==> src/rtl/ex_mem_if.sv <==
// EX->MEM bundle: valid/ready handshake plus the control and data fields carried to the MEM stage.
// The master drives valid and payload; the slave drives ready.
interface ex_mem_if #(
   parameter int DATA_W = 32,
   parameter int REG_AW = 5,
   parameter int SRC_W  = 2
);
   logic              valid;
   logic              ready;
   logic              reg_we;
   logic              mem_we;
   logic [REG_AW-1:0] wr_addr;
   logic [SRC_W-1:0]  reg_src;
   logic [DATA_W-1:0] alu_out;
   logic [DATA_W-1:0] wr_data;
   logic [DATA_W-1:0] jal_tgt;
   logic [DATA_W-1:0] pc;

   modport master (
      output valid, reg_we, mem_we, wr_addr, reg_src, alu_out, wr_data, jal_tgt, pc,
      input  ready
   );

   modport slave (
      input  valid, reg_we, mem_we, wr_addr, reg_src, alu_out, wr_data, jal_tgt, pc,
      output ready
   );
endinterface

==> src/rtl/ex_mem_elastic.sv <==
// Elastic EX->MEM pipeline register: OUT register plus one skid entry, flush, bubble write gating.
// Optional stall/bubble performance counters when EX_MEM_PERF_EN is defined.
module ex_mem_elastic #(
   parameter int DATA_W      = 32,
   parameter int REG_AW      = 5,
   parameter int SRC_W       = 2,
   parameter bit SUPPRESS_R0 = 1'b1
) (
   input  logic     clk_i,
   input  logic     rst_i,
   input  logic     flush_i,
   ex_mem_if.slave  e_if,
   ex_mem_if.master m_if
`ifdef EX_MEM_PERF_EN
   ,
   output logic [31:0] stall_cnt_o,
   output logic [31:0] bubble_cnt_o
`endif
);

   typedef struct packed {
      logic              reg_we;
      logic              mem_we;
      logic [REG_AW-1:0] wr_addr;
      logic [SRC_W-1:0]  reg_src;
      logic [DATA_W-1:0] alu_out;
      logic [DATA_W-1:0] wr_data;
      logic [DATA_W-1:0] jal_tgt;
      logic [DATA_W-1:0] pc;
   } bundle_t;

   bundle_t out_q, out_d, skid_q, skid_d, in_b;
   logic    out_v_q, out_v_d, skid_v_q, skid_v_d;
   logic    acc, del;

   always_comb begin
      in_b.reg_we  = e_if.reg_we & (!SUPPRESS_R0 || (e_if.wr_addr != '0));
      in_b.mem_we  = e_if.mem_we;
      in_b.wr_addr = e_if.wr_addr;
      in_b.reg_src = e_if.reg_src;
      in_b.alu_out = e_if.alu_out;
      in_b.wr_data = e_if.wr_data;
      in_b.jal_tgt = e_if.jal_tgt;
      in_b.pc      = e_if.pc;
   end

   assign acc = e_if.valid & ~skid_v_q & ~flush_i;
   assign del = out_v_q & m_if.ready;

   always_comb begin
      out_d    = out_q;
      skid_d   = skid_q;
      out_v_d  = out_v_q;
      skid_v_d = skid_v_q;
      if (flush_i) begin
         out_v_d  = 1'b0;
         skid_v_d = 1'b0;
      end else if (!out_v_q || del) begin
         // A held skid entry always drains first; input cannot be accepted then.
         if (skid_v_q) begin
            out_d    = skid_q;
            out_v_d  = 1'b1;
            skid_v_d = 1'b0;
         end else begin
            if (acc) out_d = in_b;
            out_v_d = acc;
         end
      end else if (acc) begin
         skid_d   = in_b;
         skid_v_d = 1'b1;
      end
   end

   always_ff @(posedge clk_i) begin
      if (rst_i) begin
         out_q    <= '0;
         skid_q   <= '0;
         out_v_q  <= 1'b0;
         skid_v_q <= 1'b0;
      end else begin
         out_q    <= out_d;
         skid_q   <= skid_d;
         out_v_q  <= out_v_d;
         skid_v_q <= skid_v_d;
      end
   end

   assign e_if.ready   = ~skid_v_q;
   assign m_if.valid   = out_v_q;
   assign m_if.reg_we  = out_q.reg_we & out_v_q;
   assign m_if.mem_we  = out_q.mem_we & out_v_q;
   assign m_if.wr_addr = out_q.wr_addr;
   assign m_if.reg_src = out_q.reg_src;
   assign m_if.alu_out = out_q.alu_out;
   assign m_if.wr_data = out_q.wr_data;
   assign m_if.jal_tgt = out_q.jal_tgt;
   assign m_if.pc      = out_q.pc;

`ifdef EX_MEM_PERF_EN
   logic [31:0] stall_cnt_q, bubble_cnt_q;

   // Counters are observability only; flush does not clear them.
   always_ff @(posedge clk_i) begin
      if (rst_i) begin
         stall_cnt_q  <= '0;
         bubble_cnt_q <= '0;
      end else begin
         if (out_v_q && !m_if.ready) stall_cnt_q <= stall_cnt_q + 32'd1;
         if (!out_v_q) bubble_cnt_q <= bubble_cnt_q + 32'd1;
      end
   end

   assign stall_cnt_o  = stall_cnt_q;
   assign bubble_cnt_o = bubble_cnt_q;
`endif

endmodule
==> src/flat_wrapper.sv <==
// flat-port wrapper written by rule: the top's interface ports become plain ports
module ex_mem_elastic_flat 
#(
   parameter int DATA_W      = 32,
   parameter int REG_AW      = 5,
   parameter int SRC_W       = 2,
   parameter bit SUPPRESS_R0 = 1'b1
)
  (clk_i, rst_i, flush_i, e_if_valid, e_if_reg_we, e_if_mem_we, e_if_wr_addr, e_if_reg_src, e_if_alu_out, e_if_wr_data, e_if_jal_tgt, e_if_pc, e_if_ready, m_if_valid, m_if_reg_we, m_if_mem_we, m_if_wr_addr, m_if_reg_src, m_if_alu_out, m_if_wr_data, m_if_jal_tgt, m_if_pc, m_if_ready);
  ex_mem_if #(.DATA_W(DATA_W), .REG_AW(REG_AW), .SRC_W(SRC_W)) e_if_i ();
  ex_mem_if #(.DATA_W(DATA_W), .REG_AW(REG_AW), .SRC_W(SRC_W)) m_if_i ();
  input  logic clk_i;
  input  logic rst_i;
  input  logic flush_i;
  input wire logic [$bits(e_if_i.valid)-1:0] e_if_valid;
  input wire logic [$bits(e_if_i.reg_we)-1:0] e_if_reg_we;
  input wire logic [$bits(e_if_i.mem_we)-1:0] e_if_mem_we;
  input wire logic [$bits(e_if_i.wr_addr)-1:0] e_if_wr_addr;
  input wire logic [$bits(e_if_i.reg_src)-1:0] e_if_reg_src;
  input wire logic [$bits(e_if_i.alu_out)-1:0] e_if_alu_out;
  input wire logic [$bits(e_if_i.wr_data)-1:0] e_if_wr_data;
  input wire logic [$bits(e_if_i.jal_tgt)-1:0] e_if_jal_tgt;
  input wire logic [$bits(e_if_i.pc)-1:0] e_if_pc;
  output wire logic [$bits(e_if_i.ready)-1:0] e_if_ready;
  output wire logic [$bits(m_if_i.valid)-1:0] m_if_valid;
  output wire logic [$bits(m_if_i.reg_we)-1:0] m_if_reg_we;
  output wire logic [$bits(m_if_i.mem_we)-1:0] m_if_mem_we;
  output wire logic [$bits(m_if_i.wr_addr)-1:0] m_if_wr_addr;
  output wire logic [$bits(m_if_i.reg_src)-1:0] m_if_reg_src;
  output wire logic [$bits(m_if_i.alu_out)-1:0] m_if_alu_out;
  output wire logic [$bits(m_if_i.wr_data)-1:0] m_if_wr_data;
  output wire logic [$bits(m_if_i.jal_tgt)-1:0] m_if_jal_tgt;
  output wire logic [$bits(m_if_i.pc)-1:0] m_if_pc;
  input wire logic [$bits(m_if_i.ready)-1:0] m_if_ready;
  assign e_if_i.valid = e_if_valid;
  assign e_if_i.reg_we = e_if_reg_we;
  assign e_if_i.mem_we = e_if_mem_we;
  assign e_if_i.wr_addr = e_if_wr_addr;
  assign e_if_i.reg_src = e_if_reg_src;
  assign e_if_i.alu_out = e_if_alu_out;
  assign e_if_i.wr_data = e_if_wr_data;
  assign e_if_i.jal_tgt = e_if_jal_tgt;
  assign e_if_i.pc = e_if_pc;
  assign e_if_ready = e_if_i.ready;
  assign m_if_valid = m_if_i.valid;
  assign m_if_reg_we = m_if_i.reg_we;
  assign m_if_mem_we = m_if_i.mem_we;
  assign m_if_wr_addr = m_if_i.wr_addr;
  assign m_if_reg_src = m_if_i.reg_src;
  assign m_if_alu_out = m_if_i.alu_out;
  assign m_if_wr_data = m_if_i.wr_data;
  assign m_if_jal_tgt = m_if_i.jal_tgt;
  assign m_if_pc = m_if_i.pc;
  assign m_if_i.ready = m_if_ready;
  ex_mem_elastic #(.DATA_W(DATA_W), .REG_AW(REG_AW), .SRC_W(SRC_W), .SUPPRESS_R0(SUPPRESS_R0)) u_core (.clk_i(clk_i), .rst_i(rst_i), .flush_i(flush_i), .e_if(e_if_i), .m_if(m_if_i));
endmodule
==> config.mk <==
export PLATFORM = sky130hd
export DESIGN_NAME = ex_mem_elastic_flat
export DESIGN_NICKNAME = d
export VERILOG_FILES = /design/src/rtl/ex_mem_if.sv /design/src/rtl/ex_mem_elastic.sv /design/src/flat_wrapper.sv
export SDC_FILE = /design/constraint.sdc
export NUM_CORES = 1
export LEC_CHECK = 0
export BUFFER_PORTS_ARGS = -buffer_cell sky130_fd_sc_hd__buf_2
export CAP_MARGIN = 30
export CORE_UTILIZATION = 30
export CTS_BUF_LIST = sky130_fd_sc_hd__clkbuf_4 sky130_fd_sc_hd__clkbuf_8
export DETAILED_ROUTE_END_ITERATION = 10
export SKIP_CTS_REPAIR_TIMING = 1
export SLEW_MARGIN = 20
export SYNTH_ARGS = -nofsm -noshare
export SYNTH_HDL_FRONTEND = slang
export SYNTH_SLANG_ARGS = --single-unit
export TNS_END_PERCENT = 20
==> constraint.sdc <==
create_clock -name clk_i -period 1.6 [get_ports clk_i]
set_input_delay 0.08 -clock clk_i [delete_from_list [all_inputs] [get_ports clk_i]]
set_output_delay 0.08 -clock clk_i [all_outputs]
set_load 0.005 [all_outputs]
# Word-level counts from Yosys, hierarchy flattened
# Index checks and enable logic that the tools add are counted.
# word_totals
register_bits	276
memories	0
mem_bits_ro	0
in_bits	142
latchBits	0
out_inout_bits	139
ram_bits	0
word_cells	38
# classes
div_mod_pow	0
n_addsub	0
shift	0
magnitude_cmp	0
mul	0
bitwise_logic	9
n_reduce_logical	8
muxes	3
eq_ne	0
# ops
cell	n
$mux W137	2
$and A1 B1 Y1	6
$reduce_and A3 Y1	2
$reduce_bool A5 Y1	1
$not A1 Y1	3
$reduce_or A3 Y1	1
$reduce_bool A2 Y1	1
$reduce_or A2 Y1	1
$logic_not A1 Y1	1
$logic_or A1 B1 Y1	1
$mux W1	1

# Depth between registers and ports, before layout
# Gate-level depths: netlist (run 1).
# depth
ltp_word	5
mapped_depth	7
mapped_depth_nobuf	3

# Worst setup path before layout (run 1)
# OpenSTA, ideal clock, no wires.
# synth_timing
kind	flip-flop to flip-flop
startpoint	reg u_core.skid_v_q
endpoint	reg u_core.out_q (netlist bit u_core.m_if.jal_tgt[10])
path_buffers	3
setup_slack_ns	0.292
path_stages_with_launch	7
t_required_ns	1.519
arrival_time_ns	1.227
synth_period_minus_slack_ns	1.308
setup_ns	0.081
path_cell_list	dfxtp_1 > buf_2 > o21ba_2 > and2_4 > buf_4 > buf_6 > a211oi_2
# synth_via
elab_chain_cells	5
elab_cells_between_ends	6
cone_classes	1 x mux; 3 x bitwise; 2 x reduce/logical
# synth_rtl
element	line_no	source
start: declaration	ex_mem_elastic.sv:33	logic out_v_q, out_v_d, skid_v_q, skid_v_d;
start signal: assignment	ex_mem_elastic.sv:84	skid_v_q <= skid_v_d;
$not A1 Y1	ex_mem_elastic.sv:47	assign acc = e_if.valid & ~skid_v_q & ~flush_i;
$and A1 B1 Y1 (2 in a row)	ex_mem_elastic.sv:47	
$reduce_bool A2 Y1 (no source line)	n/a	
$reduce_and A3 Y1 (no source line)	n/a	
end signal: assignment	ex_mem_elastic.sv:81	out_q <= out_d;
end: declaration	ex_mem_elastic.sv:32	bundle_t out_q, out_d, skid_q, skid_d, in_b;
# Parallel ways exist; a longest one is shown, timed or not.
# A chain may end at the register's enable or synchronous reset.

# Worst setup path in the final report (run 1)
# layout_timing
startpoint	reg u_core.skid_v_q
endpoint	reg u_core.skid_q[72] (netlist name)
# layout_via
elab_chain_cells	4
# layout_rtl
element	line_no	source
$not A1 Y1	ex_mem_elastic.sv:47	
$and A1 B1 Y1 (2 in a row)	ex_mem_elastic.sv:47	
$reduce_and A3 Y1 (no source line)	n/a	
end signal: assignment	ex_mem_elastic.sv:82	skid_q <= skid_d;
end: declaration	ex_mem_elastic.sv:32	
# No other way between the ends.

==> flow_summary.ini, run 1 <==
[route]
antenna_left = 0
wl_um = 41000
routedWlPerCell_um = 18.2
drtIter0Drc = 706
dr.pass1.iters = 5
drc = 0
num_vias = 11400
vias_per_cell = 5.08

[logic_synthesis]
ys_seq_area_frac = 0.408
synth_compound_area_frac = 0.278
synth_cell_type_count = 28
yosysWarningCount = 0
synth_fa_ha_area_frac = 0
synth.net_count = 1542
synthMuxAreaShare = 0.101
synth-xor-area-share = 0
synth_top_family_by_area = compound AO/OA/AOI/OAI gates
synthCells = 1400
synth.cell_area_sq_um = 13500
synthSimpleGateAreaFrac = 0.0820
ys_ff_latch = 276
syn_avg_cell_area_sq_um = 9.66

[sta]
hold_viol = 0
rsz0062_at_grt = true
finClkSkew_ps = 26.4
worst_slew_pin_slew_ps = 716
finalCritPeriodShare = 0.962
drv_slew = 0
finalCriticalPeriod_ps = 1540
relSlewSlack = 0.523
fmax_ghz = 0.649
setup_viol = 0

[floorplan]
start_util = 0.305
core-area_sq_um = 44300
dieArea_sq_um = 46000
dieHeight_um = 214
die_x_um = 214
io_pins = 281
rows = 77

[power]
cellPowerDensity_nw_per_um2 = 974
leakagePower_uw = 0.00599
peakVddDrop_uv = 472
total_power_uw = 16600

[finish]
synthToLayoutAreaGrowth_pct = 26.0
final_cells = 2253
drive_above_1_share = 0.328
layout.nets = 1767

[cts]
clk_latency_ps = 630
clkTransAtPathRegs_ps = 60
htree_levels = 2
numCtsBuffers = 51
cts_tree = yes
cts_root_buf = clkbuf_8
cts.sinks = 276
max-clock-path-buffers = 3

[grt]
gr-total-overflow = 0
grt_max_degree = 167
track_usage = 0.162
grt_first_pass_wirelength_um = 59900
grt_antenna_before_repair = 3
grt_pass1_vias = 10500

[critical_path]
reg2reg_depth = 5
worstPathMaxFanout = 99
required_ps = 2100
cp.arrival_ps = 2040
startpoint_type = register
crit_type = register to register
crit_path_end_kind = register

[worst_hold_path]
min_path_cells = 4
hold_path_class = primary input to register

[job]
max-cap-violations = 0

[placement]
portBuffers = 280
placed_cells = 2020
globalplace.congestion = 0.761
hpwl_um = 23500

[run_status]
status = finished, final reports clean
## Yosys cell counts (all sizes together)
library cell	count	area share
nand2	1	0.00028
o211ai	1	0.00056
nand4bb	1	0.00083
o21ai	138	0.051
a311oi	1	0.00065
dfxtp	276	0.41
clkbuf	81	0.022
or4	1	0.00056
or4b	1	0.00074
a211oi	137	0.12
and4bb	1	0.00092
nand2b	1	0.00046
a21oi	273	0.10
o21ba	1	0.00074
buf	207	0.11
nor4	1	0.00046
inv	1	0.00028
and2	3	0.0016
mux2i	136	0.10
nor2b	1	0.00046
nand3b	136	0.075
nor2	1	0.00028
## kinds of logic after synthesis
kind of cell,after synthesis
AOI/OAI and AO/OA,551
buffers and inverters,289
DFF,276
and+or+nand+nor,148
muxes,136
## layer usage
metal / track usage / routed length [um] / vias up
met4: 0.0610 / 1140 / 0
li1: - / - / 5409
met5: 0 / 0 / -
met1: 0.204 / 17600 / 5568
met3: 0.0438 / 2510 / 89
met2: 0.265 / 19700 / 370
## stage by stage
stage               cell area, sq um  setup WS (ps)  utilization  setup TNS [ps]  hold slack [ps]
finish                         17000           60.1        0.385               0             43.4
floorplan                      13500            292            -               0              243
global route                   17000          -1.87        0.385           -1.87             29.8
detailed placement             14500           39.8        0.327               0              369
CTS                            15500           -209        0.351            -434             -330
global placement               14500           78.0        0.327               0              363
## cells in the final DEF (no fill, tap or decap), types with 14 or more instances in the layout
master / netlist / final
clkbuf_8: 0 / 61
nand3b_1: 136 / 136
buf_12: 0 / 20
buf_4: 148 / 14
clkbuf_4: 0 / 14
o21ai_0: 137 / 130
mux2i_1: 136 / 136
dlygate4sd3_1: 0 / 140
a211oi_2: 130 / 130
dfxtp_1: 276 / 274
buf_2: 45 / 278
a21oi_1: 273 / 273
## registers in the layout, summed over array words and instances (netlist names), 2 cells and up
signal,cells
u_core.m_if.alu_out,32
u_core.m_if.wr_data,32
u_core.m_if.wr_addr,5
u_core.m_if.jal_tgt,32
u_core.m_if.reg_src,2
u_core.m_if.pc,32
u_core.out_q,2
u_core.skid_q,137
## layout make-up
class	instances	area [sq um]
clock buffers	75	945
clock inverters	10	108
fillers	4355	27300
multi-input cells	835	6270
inverters	1	3.75
flip-flops and latches	276	5530
repair buffers	460	3440
well taps	592	741
diodes	4	10.0
## critical path, cell delays in order (launching register included)
cell and delay (ps):
dfxtp_4 370, buf_12 140, nand4bb_4 220, buf_16 240, o21ai_0 260, a21oi_1 100
## where the power goes
part	total, uW	internal (uW)	switching (uW)	leakage [uW]
Sequential	7300	7150	156	0.00225
Combinational	2150	1020	1130	0.00319
Clock	7150	4070	3080	0.000551
Total	16600	12200	4370	0.00599
## final timing paths
kind	slack (ps)	endpoint	from
worst max-delay path	60	u_core.skid_q[72]	u_core.skid_v_q
worst min-delay path	40	u_core.skid_q[127]	m_if_ready
worst min register to register	470	u_core.skid_q[131]	u_core.skid_q[131]
worst max register to register	60	u_core.skid_q[72]	u_core.skid_v_q
No activity file was read; power rests on OpenSTA's default activity.
==> run 2: changes to the inputs <==
--- a/config.mk
+++ b/config.mk
@@ -5,12 +5,14 @@
 export SDC_FILE = /design/constraint.sdc
 export NUM_CORES = 1
 export LEC_CHECK = 0
+export ABC_AREA = 1
 export BUFFER_PORTS_ARGS = -buffer_cell sky130_fd_sc_hd__buf_2
 export CAP_MARGIN = 30
 export CORE_UTILIZATION = 30
 export CTS_BUF_LIST = sky130_fd_sc_hd__clkbuf_4 sky130_fd_sc_hd__clkbuf_8
 export DETAILED_ROUTE_END_ITERATION = 10
 export SKIP_CTS_REPAIR_TIMING = 1
+export SKIP_LAST_GASP = 1
 export SLEW_MARGIN = 20
 export SYNTH_ARGS = -nofsm -noshare
 export SYNTH_HDL_FRONTEND = slang
==> run 2 against run 1 <==
- setup slack worse by 5.9 ps
- fmax decreased by 0.38%
- sequential power is essentially flat
- count of clock-buffer cells in the layout shrank 4
- sequential cell count is the same
- routed wire length is 10% lower
- synthesized cell count rose by 28%
- total power shrank 5.5%
- combinational power fell by 27%
- largest power group unchanged
- highest routed layer unchanged
==> flow_summary.ini, run 2 <==
[finish]
final_cells = 2585
fillers = 4098
fin_area_sq_um = 15500
seq_area_sq_um = 5530
drive_above_1_share = 0.188
layout_common_cells = 549 x nor2_1, 413 x nand2_1, 280 x buf_2
layout.nets = 2175
max_flop_register = u_core.skid_q
layout_commonest_cell = nor2_1
largest_reg_flops = 137
multi_input_area_sq_um = 5060
synthToLayoutAreaGrowth_pct = 27.6

[grt]
grt_first_pass_wirelength_um = 55500
grt_max_degree = 85
track_usage = 0.166
grt_antenna_before_repair = 2
gr-total-overflow = 0
grt_pass1_vias = 10800

[power]
intPower_uw = 11800
clock_power_share = 0.435
cellPowerDensity_nw_per_um2 = 1010
leakagePower_uw = 0.00781
peakVddDrop_uv = 575
p_sw_frac = 0.246
p_seq_frac = 0.465
combPwrFrac = 0.100
netSwitchingPower_uw = 3850

[logic_synthesis]
synth_edf_count = 0
synthFlopType = dfxtp_1
ys_ff_latch = 276
ys_seq_area_frac = 0.454
synth_cell_type_count = 17
yosys-top-cells-count = 550 x nor2_1, 413 x nand2_1, 276 x dfxtp_1, 245 x o21ai_0, 136 x buf_4
synth.cell_area_sq_um = 12200
synth_top_area_share = 0.454
postSynth.asyncResetShare = 0
yosys.area.top_type = dfxtp_1
syn_avg_cell_area_sq_um = 6.79
yosysMostFrequentCell = nor2_1
synth.area.top_cells = dfxtp_1 45%, nor2_1 17%, nand2_1 13%, o21ai_0 10%, buf_4 8.4%
synthCells = 1791
synth.net_count = 1933
yosysWarningCount = 0

[placement]
portBuffers = 280
placed_cells = 2363
globalplace.congestion = 0.770
hpwl_um = 20800
placed_cell_area_sq_um = 13000

[critical_path]
crit_path_end_kind = register
cpPeakStageDelay_ps = 340
cpMostUsedCell = nor2_1
required_ps = 2080
worst_path_dominant_cell_family = simple AND/OR/NAND/NOR gates
cp.arrival_ps = 2020
crit_type = register to register
startpoint_type = register
crit_buf_inv = 2
slowest_stage = dfxtp_1
crit_chain = inv_2, nor2_4, nand4_1, buf_12, nor2_1, nor2_1
worstPathMaxFanout = 76

[sta]
drv_slew = 0
worst_slew_pin_slew_ps = 633
finalCritPeriodShare = 0.966
hold_viol = 0
finalCriticalPeriod_ps = 1550
fin_hold_ws_ps = 39.8
fmax_ghz = 0.647
setup_viol = 0
relSlewSlack = 0.578
rsz0062_at_grt = true
setup_tns_ps = 0
finClkSkew_ps = 14.9

[worst_hold_path]
hold_path_class = primary input to register

[route]
dr.pass1.iters = 7
vias_per_cell = 4.51
routedWlPerCell_um = 14.2
drtIter0Drc = 739
antenna_left = 0
num_vias = 11700
drc = 0
wl_um = 36700

[floorplan]
die_x_um = 203
dieHeight_um = 203
rows = 73
core-area_sq_um = 39800
io_pins = 281
start_util = 0.306
dieArea_sq_um = 41400

[cts]
cts_tree = yes
clk_latency_ps = 600
clkTransAtPathRegs_ps = 60
cts.sinks = 276
numCtsBuffers = 49
cts_root_buf = clkbuf_8
max-clock-path-buffers = 3
htree_levels = 2

[run_status]
status = finished, final reports clean

[job]
max-cap-violations = 0
-- run 2: cells by family (layout without fill, tap and decap cells) --
| kind of cell | after synthesis | after routing | synth area share |
|---|---|---|---|
| AOI/OAI and AO/OA | 278 | 278 | 0.114 |
| buffers and inverters | 267 | 534 | 0.131 |
| DFF | 276 | 276 | 0.454 |
| other | 0 | 2 | 0 |
| and+or+nand+nor | 970 | 970 | 0.301 |
-- run 2: worst reg2reg max path, cell delays in order, from the launching register on --
cell	delay, ps
dfxtp_1	340
inv_2	50
nor2_4	160
nand4_1	250
buf_12	280
nor2_1	280
nor2_1	70
-- run 2: layout make-up --
cell class | count | area share
Sequential cell | 276 | 0.356
Clock inverter | 5 | 0.00500
Inverter | 13 | 0.00411
Antenna cell | 2 | 0.000322
Timing Repair Buffer | 445 | 0.207
Tap cell | 525 | 0.0423
Clock buffer | 71 | 0.0589
Multi-Input combinational cell | 1248 | 0.326
-- run 2: per-stage QoR --
| stage | setup WS (ps) | utilization | power [uW] |
|---|---|---|---|
| floorplan | 344 | - | 8320 |
| global placement | 77.4 | 0.327 | 8700 |
| detailed placement | 25.7 | 0.327 | 8710 |
| CTS | -152 | 0.352 | 15700 |
| global route | -52.8 | 0.390 | 16400 |
| finish | 54.2 | 0.390 | 15700 |
-- run 2: power by group through the flow --
stage	clock, uW	sequential, uW	combinational (uW)
6_report	6830	7290	1570
3_3_place_gp	0	7430	1270
5_1_grt	7340	7310	1760
3_5_place_dp	0	7430	1290
4_1_cts	7090	7280	1290
2_1_floorplan	0	7380	935
-- run 2: path summary, 6_finish.rpt --
check	depth (start not counted)	from	slack, ps	endpoint
hold / removal	6	e_if_valid	40	u_core.out_q[136]
setup / recovery	6	u_core.m_if.valid	50	u_core.skid_q[123]
setup reg to reg	6	u_core.m_if.valid	50	u_core.skid_q[123]
hold reg to reg	2	u_core.m_if.wr_data[19]	490	u_core.m_if.wr_data[19]
-- run 2: metal layers --
layer,global-route usage,up-vias,part of all wire
met5,0,-,0
met4,0.0650,0,0.019
met3,0.0511,55,0.073
met2,0.266,375,0.46
met1,0.206,5300,0.45
li1,-,5929,-
==> run 3: changes to the inputs <==
==> constraint.sdc (replaced) <==
create_clock -name clk_i -period 1.6 [get_ports clk_i]
set_input_delay 0.08 -clock clk_i [delete_from_list [all_inputs] [get_ports clk_i]]
set_output_delay 0.08 -clock clk_i [all_outputs]
set_load 0.01 [all_outputs]
==> run 3 against run 2 <==
- fmax rose by 0.32%
- non-clock buffer count did not move
- register-to-register slack about the same
- clock skew rose by 0.50 ps
- cell count unchanged
- count of clock-buffer cells in the layout did not move
- critical path type unchanged
- critical endpoint unchanged
- largest cell class unchanged
==> flow_summary.ini, run 3 (same netlist as run 2, synthesis figures left out) <==
[finish]
synthToLayoutAreaGrowth_pct = 27.6
layout_common_cells = 549 x nor2_1, 413 x nand2_1, 280 x buf_2
layout.nets = 2175
fillers = 4098
largest_reg_flops = 137
fin_util = 0.390
layout_commonest_cell = nor2_1
final_cells = 2585
max_flop_register = u_core.skid_q
drive_above_1_share = 0.188

[cts]
cts_tree = yes
cts_root_buf = clkbuf_8
max-clock-path-buffers = 3
cts.sinks = 276
htree_levels = 2
numCtsBuffers = 49
clkTransAtPathRegs_ps = 60
clk_latency_ps = 600

[placement]
globalplace.congestion = 0.770
placed_cells = 2363
hpwl_um = 20800
portBuffers = 280

[critical_path]
cpMostUsedCell = nor2_1
cp.arrival_ps = 2020
reg2reg_slack_ps = 60
cpPeakStageDelay_ps = 340
startpoint_type = register
crit_path_end_kind = register
required_ps = 2080
worstPathMaxFanout = 76
crit_buf_inv = 2
slowest_stage = dfxtp_1
crit_type = register to register
worst_path_dominant_cell_family = simple AND/OR/NAND/NOR gates
crit_chain = inv_2, nor2_4, nand4_1, buf_12, nor2_1, nor2_1

[route]
wl_um = 36700
antenna_left = 0
dr.pass1.iters = 8
drtIter0Drc = 741
routedWlPerCell_um = 14.2
num_vias = 11700
vias_per_cell = 4.52
drc = 0

[power]
p_sw_frac = 0.250
netSwitchingPower_uw = 3940
intPower_uw = 11800
leakagePower_uw = 0.00781
combPwrFrac = 0.105
cellPowerDensity_nw_per_um2 = 1020
p_seq_frac = 0.462
clock_power_share = 0.433
peakVddDrop_uv = 580
total_power_uw = 15800

[job]
max-cap-violations = 0

[floorplan]
die_x_um = 203
core-area_sq_um = 39800
rows = 73
dieArea_sq_um = 41400
start_util = 0.306
io_pins = 281
dieHeight_um = 203

[sta]
drv_slew = 0
rsz0062_at_grt = true
relSlewSlack = 0.576
hold_viol = 0
finalCritPeriodShare = 0.963
worst_slew_pin_slew_ps = 636
fmax_ghz = 0.649
setup_viol = 0
finalCriticalPeriod_ps = 1540
finClkSkew_ps = 15.4

[grt]
grt_first_pass_wirelength_um = 55500
grt_antenna_before_repair = 2
grt_max_degree = 85
gr-total-overflow = 0
track_usage = 0.166
grt_pass1_vias = 10800

[run_status]
status = finished, final reports clean

[worst_hold_path]
hold_path_class = primary input to register
## run 3: cell counts in the layout (fill, tap and decap cells not counted)
Identical to the previous run, type by type.
## run 3: layer usage
layer / global-route usage / share of wire / up-vias
met5: 0 / 0 / -
met4: 0.0650 / 0.019 / 0
met3: 0.0511 / 0.072 / 55
met2: 0.266 / 0.46 / 368
met1: 0.206 / 0.45 / 5319
li1: - / - / 5931
## run 3: worst reg2reg max path: stages (launching register included)
cell and delay [ps]:
dfxtp_1 340, inv_2 50, nor2_4 160, nand4_1 250
buf_12 280, nor2_1 280, nor2_1 60
## run 3: power groups by stage
stage	clock network (uW)	registers, uW	logic, uW
3_3_place_gp	0	7430	1370
5_1_grt	7340	7310	1850
2_1_floorplan	0	7380	1030
6_report	6830	7290	1660
4_1_cts	7090	7280	1390
3_5_place_dp	0	7430	1380
## run 3: path summary, 6_finish.rpt
path	startpoint	to	cells after the start
setup / recovery	u_core.m_if.valid	u_core.skid_q[123]	6
hold / removal	e_if_valid	u_core.out_q[136]	6
setup reg to reg	u_core.m_if.valid	u_core.skid_q[123]	6
hold reg to reg	u_core.m_if.wr_data[19]	u_core.m_if.wr_data[19]	2
## run 3: layout make-up
class | instances | area [sq um] | area share
Antenna cell | 2 | 5.00 | 0.000322
Tap cell | 525 | 657 | 0.0423
Clock buffer | 71 | 915 | 0.0589
Inverter | 13 | 63.8 | 0.00411
Timing Repair Buffer | 445 | 3220 | 0.207
Multi-Input combinational cell | 1248 | 5060 | 0.326
Clock inverter | 5 | 77.6 | 0.00500
Sequential cell | 276 | 5530 | 0.356
## run 3: through the flow
step | area [sq um] | setup TNS, ps | hold slack [ps] | worst slack (ps)
CTS | 14000 | -171 | -344 | -171
floorplan | 12200 | 0 | 215 | 304
global route | 15500 | -794 | 65.0 | -52.8
detailed placement | 13000 | 0 | 323 | 25.7
global placement | 13000 | 0 | 318 | 77.4
finish | 15500 | 0 | 39.9 | 59.2
